`src/rtl/jtopl_mmr.sv`:
```
// jtopl_mmr: CPU write port of the OPL core; decodes address/data bus cycles into register-file update strobes.
// Optional: define JTOPL_STATUS_EN to add the rd_n input and dout status output.
module jtopl_mmr #(
  parameter int HOLD = 18
) (
  input  logic       clk,
  input  logic       rst,
  input  logic       cen,
  input  logic       cs_n,
  input  logic       wr_n,
  input  logic       addr,
  input  logic [7:0] din,
  output logic [7:0] data,
  output logic [1:0] sel_group,
  output logic [2:0] sel_sub,
  output logic       up_mult,
  output logic       up_ksl_tl,
  output logic       up_ar_dr,
  output logic       up_sl_rr,
  output logic       up_fnum,
  output logic       up_fbcon,
  output logic [4:0] latch_fnum,
  output logic       busy
`ifdef JTOPL_STATUS_EN
  ,
  input  logic       rd_n,
  output logic [7:0] dout
`endif
);

  localparam int CW = (HOLD > 1) ? $clog2(HOLD) : 1;

  typedef enum logic {IDLE, BUSY} state_t;

  state_t         state_q;
  logic           bus_act_q;
  logic [7:0]     selreg_q;
  logic [7:0]     data_q;
  logic [1:0]     grp_q;
  logic [2:0]     sub_q;
  logic [5:0]     up_q;
  logic [4:0]     fnum_q;
  logic [CW-1:0]  cnt_q;
  logic           busy_q;

  logic           wr_ev, addr_ev, data_ev;
  logic           dec_valid, fnum_hit;
  logic [5:0]     dec_up;
  logic [1:0]     dec_grp;
  logic [2:0]     dec_sub;
  logic [3:0]     chan;

  // Falling-edge detect on the combined write strobe: one event per bus cycle
  assign wr_ev   = ~cs_n & ~wr_n & ~bus_act_q;
  assign addr_ev = wr_ev & ~addr;
  assign data_ev = wr_ev & addr;
  assign chan    = selreg_q[3:0];

  always_comb begin
    dec_valid = 1'b0;
    fnum_hit  = 1'b0;
    dec_up    = 6'd0;
    dec_grp   = 2'd0;
    dec_sub   = 3'd0;
    case (selreg_q[7:4])
      4'h2, 4'h3, 4'h4, 4'h5, 4'h6, 4'h7, 4'h8, 4'h9: begin
        dec_grp   = selreg_q[4:3];
        dec_sub   = selreg_q[2:0];
        dec_valid = (selreg_q[2:0] <= 3'd5) && (selreg_q[4:3] <= 2'd2);
        dec_up    = 6'b000001 << (selreg_q[7:5] - 3'd1);
      end
      4'hA, 4'hC: begin
        dec_grp   = 2'(chan / 4'd3);
        dec_sub   = 3'(chan % 4'd3);
        dec_valid = (chan <= 4'd8);
        dec_up    = selreg_q[6] ? 6'b100000 : 6'b010000;
      end
      4'hB:    fnum_hit = (chan <= 4'd8);
      default: ;
    endcase
  end

  always_ff @(posedge clk) begin
    if (rst) begin
      state_q   <= IDLE;
      bus_act_q <= 1'b1;  // a bus already low at release must first go idle
      selreg_q  <= 8'd0;
      data_q    <= 8'd0;
      grp_q     <= 2'd0;
      sub_q     <= 3'd0;
      up_q      <= 6'd0;
      fnum_q    <= 5'd0;
      cnt_q     <= '0;
      busy_q    <= 1'b0;
    end else begin
      bus_act_q <= ~cs_n & ~wr_n;
      if (addr_ev) selreg_q <= din;
      // block/fnum-high latch is taken even during a hold; the held update keeps its data
      if (data_ev && fnum_hit) fnum_q <= din[4:0];
      case (state_q)
        IDLE: begin
          if (data_ev) begin
            data_q <= din;
            if (dec_valid) begin
              grp_q   <= dec_grp;
              sub_q   <= dec_sub;
              up_q    <= dec_up;
              cnt_q   <= '0;
              busy_q  <= 1'b1;
              state_q <= BUSY;
            end
          end
        end
        BUSY: begin
          if (cen) begin
            if (cnt_q == CW'(HOLD - 1)) begin
              up_q    <= 6'd0;
              busy_q  <= 1'b0;
              cnt_q   <= '0;
              state_q <= IDLE;
            end else begin
              cnt_q <= cnt_q + 1'b1;
            end
          end
        end
        default: state_q <= IDLE;
      endcase
    end
  end

`ifdef JTOPL_STATUS_EN
  always_ff @(posedge clk) begin
    if (rst) dout <= 8'd0;
    else     dout <= (~cs_n & ~rd_n & ~addr) ? {busy_q, 7'd0} : 8'd0;
  end
`endif

  assign data       = data_q;
  assign sel_group  = grp_q;
  assign sel_sub    = sub_q;
  assign up_mult    = up_q[0];
  assign up_ksl_tl  = up_q[1];
  assign up_ar_dr   = up_q[2];
  assign up_sl_rr   = up_q[3];
  assign up_fnum    = up_q[4];
  assign up_fbcon   = up_q[5];
  assign latch_fnum = fnum_q;
  assign busy       = busy_q;

endmodule

```
`config.mk`:
```
export PLATFORM = sky130hd
export DESIGN_NAME = jtopl_mmr
export DESIGN_NICKNAME = d
export VERILOG_FILES = /design/src/rtl/jtopl_mmr.sv
export SDC_FILE = /design/constraint.sdc
export NUM_CORES = 1
export LEC_CHECK = 0
export BUFFER_PORTS_ARGS = -buffer_cell sky130_fd_sc_hd__buf_4
export CAP_MARGIN = 30
export CORE_AREA = 2 2 66 68
export DETAILED_ROUTE_END_ITERATION = 10
export DIE_AREA = 0 0 68 70
export HOLD_SLACK_MARGIN = 0.03
export PLACE_DENSITY = 0.72
export SLEW_MARGIN = 20
export SYNTH_ARGS = -nofsm -noshare
export SYNTH_HDL_FRONTEND = slang
export SYNTH_SLANG_ARGS = --single-unit
```
`constraint.sdc`:
```
create_clock -name clk -period 2.3 [get_ports clk]
set_input_delay 0.23 -clock clk [delete_from_list [all_inputs] [get_ports clk]]
set_output_delay 0.23 -clock clk [all_outputs]
set_load 0.01 [all_outputs]
```
After elaboration in Yosys (flattened, before gate mapping)
Cells that the tools add are included.

Add/sub/neg operators: 2. Div/mod/pow operators: 2. Magnitude comparators: 3. Equal/unequal tests: 16. Shifts and indexed selects: 1. Mux-type cells: 26. Bitwise logic cells: 9. Reductions and logical operators: 8.

Operator list (count): $mux 6 (5); $pmux 6 s2 (2); $eq 4x4->1 const B (5); $mux 5 (4); $eq 4x3->1 const B (4); $pmux 5 s2 (1); $mux 1 (9); $eq 4x2->1 const B (2); $reduce_or 8->1 (1); $ne 2x2->1 const B (3); $pmux 1 s2 (3); $pmux 3 s2 (1); $reduce_and 3->1 (2); $shl 1x3->6 const A (1); $add 5x1->5 const B (1); $eq 5x5->1 const B (1); $not 1->1 (5); $and 1x1->1 (4); $div 4x2->4 const B (1); $le 4x4->1 const B (1); $mod 4x2->4 const B (1); $pmux 2 s2 (1); $reduce_and 4->1 (1); $le 3x3->1 const B (1); 6 further kinds (7).

Flip-flop bits (word level): 40. Input port bits: 14. Output and inout bits: 25. Logic and storage cells: 77.

Logic depth before layout (Yosys ltp)
Gate-level depths: netlist of the first run.

Depth after elaboration: 6. Mapped depth: 9. Depth with buffers taken out: 8.

Least setup slack after synthesis of the first run
OpenSTA, ideal clock, no wires.

Path type: reg2reg. Start: reg selreg_q[3]. End: reg sub_q[0] (netlist: sel_sub[0]). Data arrival time: 1.980 ns. Required time: 2.238 ns. Path slack: 0.258 ns. Cell stages (with the launch flop): 10. Path buffers: 1. Clock period less this slack: 2.042 ns. Cell sequence: dfxtp_1 -> clkbuf_2 -> nand3b_1 -> ha_1 -> or2_2 -> nand2_1 -> ha_1 -> nor3_1 -> or4b_1 -> nand3_1.

Word-level cells in the longest chain between the ends: 4.

Ends and longest elaborated chain: start: declaration (line 37) `logic [7:0] selreg_q;`; start signal: assignment (line 97) `if (addr_ev) selreg_q <= din;`; parallel branches: the longest is 4 deep, another holds $mod 4x2->4; end signal: assignment (line 106) `sub_q <= dec_sub;`; end: declaration (line 40) `logic [2:0] sub_q;`.

Parallel ways; which one is timed is not known. A chain may end at the register's enable or synchronous reset.

Worst setup path in the final report of the first run
Start: reg selreg_q[2]. End: reg sub_q[0] (netlist: sel_sub[0]).

Word-level cells in the longest chain between the ends: 4.

Ends and longest elaborated chain: parallel branches: the longest is 4 deep, another holds $mod 4x2->4.

Parallel ways; which one is timed is not known.

==> results of run 1 <==
## cell usage in the layout (no fill, tap or decap), types with 3 or more instances in the layout
cell      count
nand2_1      28
o211ai_1      3
clkbuf_8      5
mux2i_1      15
dfxtp_1      40
a31oi_1       5
o21ai_0       3
inv_1         7
nand3_1      11
o31ai_1       3
nor2_1       24
and2_1        4
ha_1          5
or4b_1        3
buf_4        44
nor3_1        6
a21oi_1      17
nand3b_1      3
nand2b_1      4
## cell type report
class	count	area [sq um]
clock buffers	5	68.82
fillers	404	1742
well taps	52	65.06
repair buffers	44	330.3
clock inverters	3	42.54
inverters	7	26.28
multi-input cells	169	1069
flip-flops and latches	40	800.8
## critical path, stage by stage (launching register included)
cell,delay [ns]
dfxtp_1,0.47
nand3b_1,0.12
ha_1,0.26
or2_2,0.31
nand2_1,0.07
ha_1,0.22
nor3_2,0.09
or4b_1,0.49
nand3_1,0.09
## final timing paths
kind	slack [ns]	to	cells after the start
worst min-delay path	0.14	bus_act_q	2
worst max-delay path	0.14	sel_sub[0]	8
worst min register to register	0.46	data[7]	2
worst max register to register	0.14	sel_sub[0]	8
## metal layers
layer / share of wire / vias up
li1: - / 896
met1: 0.48 / 780
met2: 0.45 / 41
met3: 0.053 / 10
met4: 0.018 / 0
met5: 0 / -
## per-stage QoR
| step | util | cells | area, sq um |
|---|---|---|---|
| floorplan | - | 232 | 1971 |
| finish | 0.5797 | 320 | 2402 |
| global placement | 0.5516 | 312 | 2286 |
| global route | 0.5797 | 320 | 2402 |
| CTS | 0.5785 | 320 | 2397 |
| detailed placement | 0.5516 | 312 | 2286 |
## flip-flops by register name, indices dropped and copies added (netlist names)
register    flops
bus_act_q       1
busy            1
cnt_q           5
data            8
latch_fnum      5
sel_group       2
sel_sub         3
selreg_q        8
state_q         1
up_q            6
## power by group
part	internal (W)	total, W	leakage [nW]	switching [W]
combinational	0.0000368	0.0000836	0.565	0.0000468
sequential	0.000699	0.000706	0.323	0.00000680
clock	0.000321	0.000568	0.0541	0.000247
## kinds of logic after synthesis
group           count (synthesis)  synth area share
fa+ha+maj                       5           0.03175
buf+inv                        23           0.05397
mux                            15           0.07619
xor+xnor                        1          0.004445
simple gates                  102            0.2698
compound gates                 46            0.1575
flops                          40            0.4064
## repair_timing
action / 4_1_cts / 5_1_grt
setup endpoints to repair: 0 / 2
hold buffers: 0 / 0
resized for setup: 0 / 1
## Yosys cell counts, types with 4 or more instances
cell type / number
dfxtp_1: 40
nand2_1: 28
nor2_1: 24
a21oi_1: 17
mux2i_1: 15
nand3_1: 11
clkbuf_1: 7
inv_1: 7
nor3_1: 7
a31oi_1: 5
ha_1: 5
and2_1: 4
nand2b_1: 4
==> impl_results.md, run 1 <==
- Status: complete, no violations
- Post-Syn Instances: 232
- Leakage power: 0.9418 nW
- Top_reg_cell synth: dfxtp_1
- Sequential fraction of the synthesis area: 0.4063
- Met3 Use GR: 0.04670
- Final setup TNS: 0 ns
- Yosys top cell by area: dfxtp_1
- Syn nets: 251
- Synth unique cells: 50
- Core Region: 4144 sq um
- Drt total wl: 4.159 mm
- Startpoint types: flop
- Drt first-iter violations: 84
- Final setup vio count: 0
- Hpwl dp: 2.931 mm
- Syn. warnings: 0
- Total power: 0.001357 W
- FFs w/ async S/R, synth: 0
- Row count: 24
- GPL Wtd Cong: 0.7827
- Worst path required time: 2.54 ns
- Worst slew pin tran: 0.4656 ns
- Pre-CTS setup slack: 0.1807 ns
- Number of enable flip-flop cells after synthesis: 0
- Post-synthesis area per instance: 8.494 sq um
- Max Slew Vio Count: 0
- Min-Delay Startpoint: cs_n
- Hold crit path type: in -> reg
- Hold slack: 0.1401 ns
- DR WL/cell: 13.00 um
- Final worst path period need: 2.165 ns
- Clock Skew: 0.008442 ns
- Met1 usage: 0.2487
- Total gr overflow: 0
- ANT cells: 0
- Number of global-route vias before repair: 1570
- P&R area growth vs syn: 21.90%
- Peak Freq: 0.4620 GHz
- Clk root buf: clkbuf_8
- Total CTS buffers: 5
- Fin. Hold Viols: 0
- Most crowded layer after global routing: met2
- Die Area: 4760 sq um
- Crit Path Class: reg -> reg
- Peak supply drop: 0.4617 mV
- Max-cap violations: 0
- Top cells by area, synth: dfxtp_1 (41%), mux2i_1 (7.6%), nand2_1 (5.3%), nor2_1 (4.6%), a21oi_1 (4.3%)
- Reg clk slew, reported paths: 0.08 ns
- Seq cells post-synth: 40
- Nets: 286
- DIE HEIGHT: 70 um
- Initial antenna violation count: 0
- Setup bufs post-CTS: 0
- Drt first pass iters: 6
- Remaining antenna violation count: 0
- Tcrit/Tclk final: 0.9411
- Pwr dens: 565.0 nW/um^2
- Share of cells above drive strength 1: 0.2276
- Cell Area, Synth: 1971 sq um
- Starting density of the core: 0.4755
- Crit path launch: selreg_q[2]
- Synth top area share: 0.4063
- Bufs on Longest Clock Path: 2
- Largest net degree at the start of global routing: 45
- Crit path DAT: 2.40 ns
- Clock Latency Late Sink: 0.29 ns
- Grt met2 use: 0.2848
- CTS Sinks: 40
- Buffers on Ports: 38
- Ports: 39
- Global-route wire length before repair: 6.858 mm
- Via/cell ratio: 5.397
- Routed via count: 1727
- R2R Path Start: selreg_q[2]
- CTS tree: built
- Relative slew slack: 0.6896
- H-Tree Depth: 2
- Maximum fanout along the worst path: 9
- Crit end category: flop
- DRC: 0
- Die Width: 68 um
- Final WS setup: 0.1354 ns
- Total track usage: 0.1863
Power figures use the tool's default switching activity.
==> run 2: changes to the inputs <==
Settings changed: CORE_AREA 2 2 66 68 to 2 2 64 66, DIE_AREA 0 0 68 70 to 0 0 66 68, PLACE_DENSITY 0.72 to 0.76.
==> impl_results.md, run 2 (synthesis results as in run 1) <==
- Status: complete, no violations
- Ports: 39 (unchanged)
- Final setup TNS: 0 ns (unchanged)
- Total power: 0.001375 W (+1.3%)
- Tcrit/Tclk final: 0.9069 (-0.03422)
- Peak Freq: 0.4794 GHz (+3.8%)
- DRC: 0 (unchanged)
- Relative slew slack: 0.6790 (-0.01067)
- Via/cell ratio: 5.492 (+1.8%)
- Final setup vio count: 0 (unchanged)
- P&R area growth vs syn: 21.33%
- Startpoint types: flop
- Drt first pass iters: 4 (-2)
- Global-route wire length before repair: 7.224 mm (+5.3%)
- Grt met2 use: 0.3321 (+0.04728)
- Hold slack: 0.1347 ns (-0.005344 ns)
- Initial antenna violation count: 0 (unchanged)
- ANT cells: 0 (unchanged)
- CTS Sinks: 40 (unchanged)
- Most common cell after layout, fill and taps aside: buf_4
- Hpwl dp: 2.941 mm (+0.35%)
- Final worst path period need: 2.086 ns (-0.07870 ns)
- Total gr overflow: 0 (unchanged)
- CTS Hold Bufs: 0 (unchanged)
- Crit path DAT: 2.32 ns (-0.08 ns)
- Most crowded layer after global routing: met2
- Setup bufs post-CTS: 0 (unchanged)
- Number of global-route vias before repair: 1586 (+1.0%)
- Bufs on Longest Clock Path: 2 (unchanged)
- Remaining antenna violation count: 0 (unchanged)
- Drt first-iter violations: 168 (+100%)
- Starting density of the core: 0.5110 (+0.03549)
- # resized after CTS: 0 (unchanged)
- Die Area: 4488 sq um (-5.7%)
- Total CTS buffers: 5 (unchanged)
- Peak supply drop: 0.3733 mV (-19%)
- Worst slew pin tran: 0.4816 ns (+0.01600 ns)
- RSZ-0062 raised after global routing: no
- Clock Skew: 0.009279 ns (+0.0008376 ns)
- Max-cap violations: 0 (unchanged)
- Row count: 23 (-4.2%)
- CTS tree: built
- Crit end category: flop
- DIE HEIGHT: 68 um (-2.9%)
- Die Width: 66 um (-2.9%)
- Worst path required time: 2.54 ns (about the same)
- Routed via count: 1741 (+0.81%)
- Max Slew Vio Count: 0 (unchanged)
- Hold crit path type: in -> reg
- Leakage power: 0.9359 nW (-0.63%)
- Clk root buf: clkbuf_8
- Core Region: 3856 sq um (-6.9%)
- Met3 Use GR: 0.06250 (+0.01580)
- Nets: 285 (-0.35%)
- Pwr dens: 574.9 nW/um^2 (+1.8%)
- Crit Path Class: reg -> reg
- Total track usage: 0.2090 (+0.02271)
- Drt total wl: 4.192 mm (+0.79%)
- Met1 usage: 0.2737 (+0.02502)
- Buffers on Ports: 38 (unchanged)
- DR WL/cell: 13.22 um (+1.7%)
- Share of cells above drive strength 1: 0.2210 (-0.006638)
- Reg clk slew, reported paths: 0.09 ns (about the same)
- Largest net degree at the start of global routing: 45 (unchanged)
- Most frequent cells in the layout: buf_4 (43), dfxtp_1 (40), nand2_1 (28)
- Fin. Hold Viols: 0 (unchanged)
- Clock Latency Late Sink: 0.30 ns (about the same)
- Maximum fanout along the worst path: 7 (-2)
- H-Tree Depth: 2 (unchanged)
- GPL Wtd Cong: 0.8367 (+6.9%)
## run 2: changes by cell type in the layout (fill, tap and decap cells not counted), sizes merged
cell	before	now
clkinv	1	0
inv	7	8
buf	44	43
## run 2: metrics by stage
stage	area (sq um)	worst slack (ns)	util	cells
finish	2391	0.2141	0.6201	317
global route	2391	0.008481	0.6201	317
CTS	2391	0.2041	0.6201	317
detailed placement	2276	0.2450	0.5902	309
global placement	2276	0.2969	0.5902	309
floorplan	1971	0.2578	-	232
## run 2: path summary, 6_finish.rpt
| check | cells after the start | slack, ns | startpoint | endpoint |
|---|---|---|---|---|
| worst min-delay path | 2 | 0.13 | cs_n | bus_act_q |
| worst min register to register | 2 | 0.46 | data[6] | data[6] |
| worst max-delay path | 8 | 0.21 | selreg_q[1] | sel_sub[0] |
| worst max register to register | 8 | 0.21 | selreg_q[1] | sel_sub[0] |
## run 2: area by class of cell
type | count | area (sq um)
clock buffers | 5 | 68.82
clock inverters | 3 | 46.29
fillers | 360 | 1465
inverters | 7 | 26.28
multi-input cells | 169 | 1064
flip-flops and latches | 40 | 800.8
well taps | 50 | 62.56
repair buffers | 43 | 322.8
## run 2: worst max-delay path, stage by stage, from the launching register on
cell and delay (ns):
dfxtp_1 0.44, nand3b_1 0.11, ha_1 0.25, or2_2 0.30
nand2_1 0.07, ha_1 0.20, nor3_1 0.10, or4b_1 0.47
nand3_1 0.09
## run 2: per-layer routing
layer / vias to the layer above / share of wire
li1: 894 / -
met1: 799 / 0.46
met2: 46 / 0.48
met3: 2 / 0.056
met4: 0 / 0.0057
met5: - / 0
## run 2: power by group
group	switching, W	total [W]	leakage (nW)	internal [W]
Clock	0.000260	0.000586	0.0548	0.000327
Combinational	0.0000462	0.0000825	0.558	0.0000363
Sequential	0.00000730	0.000706	0.323	0.000699
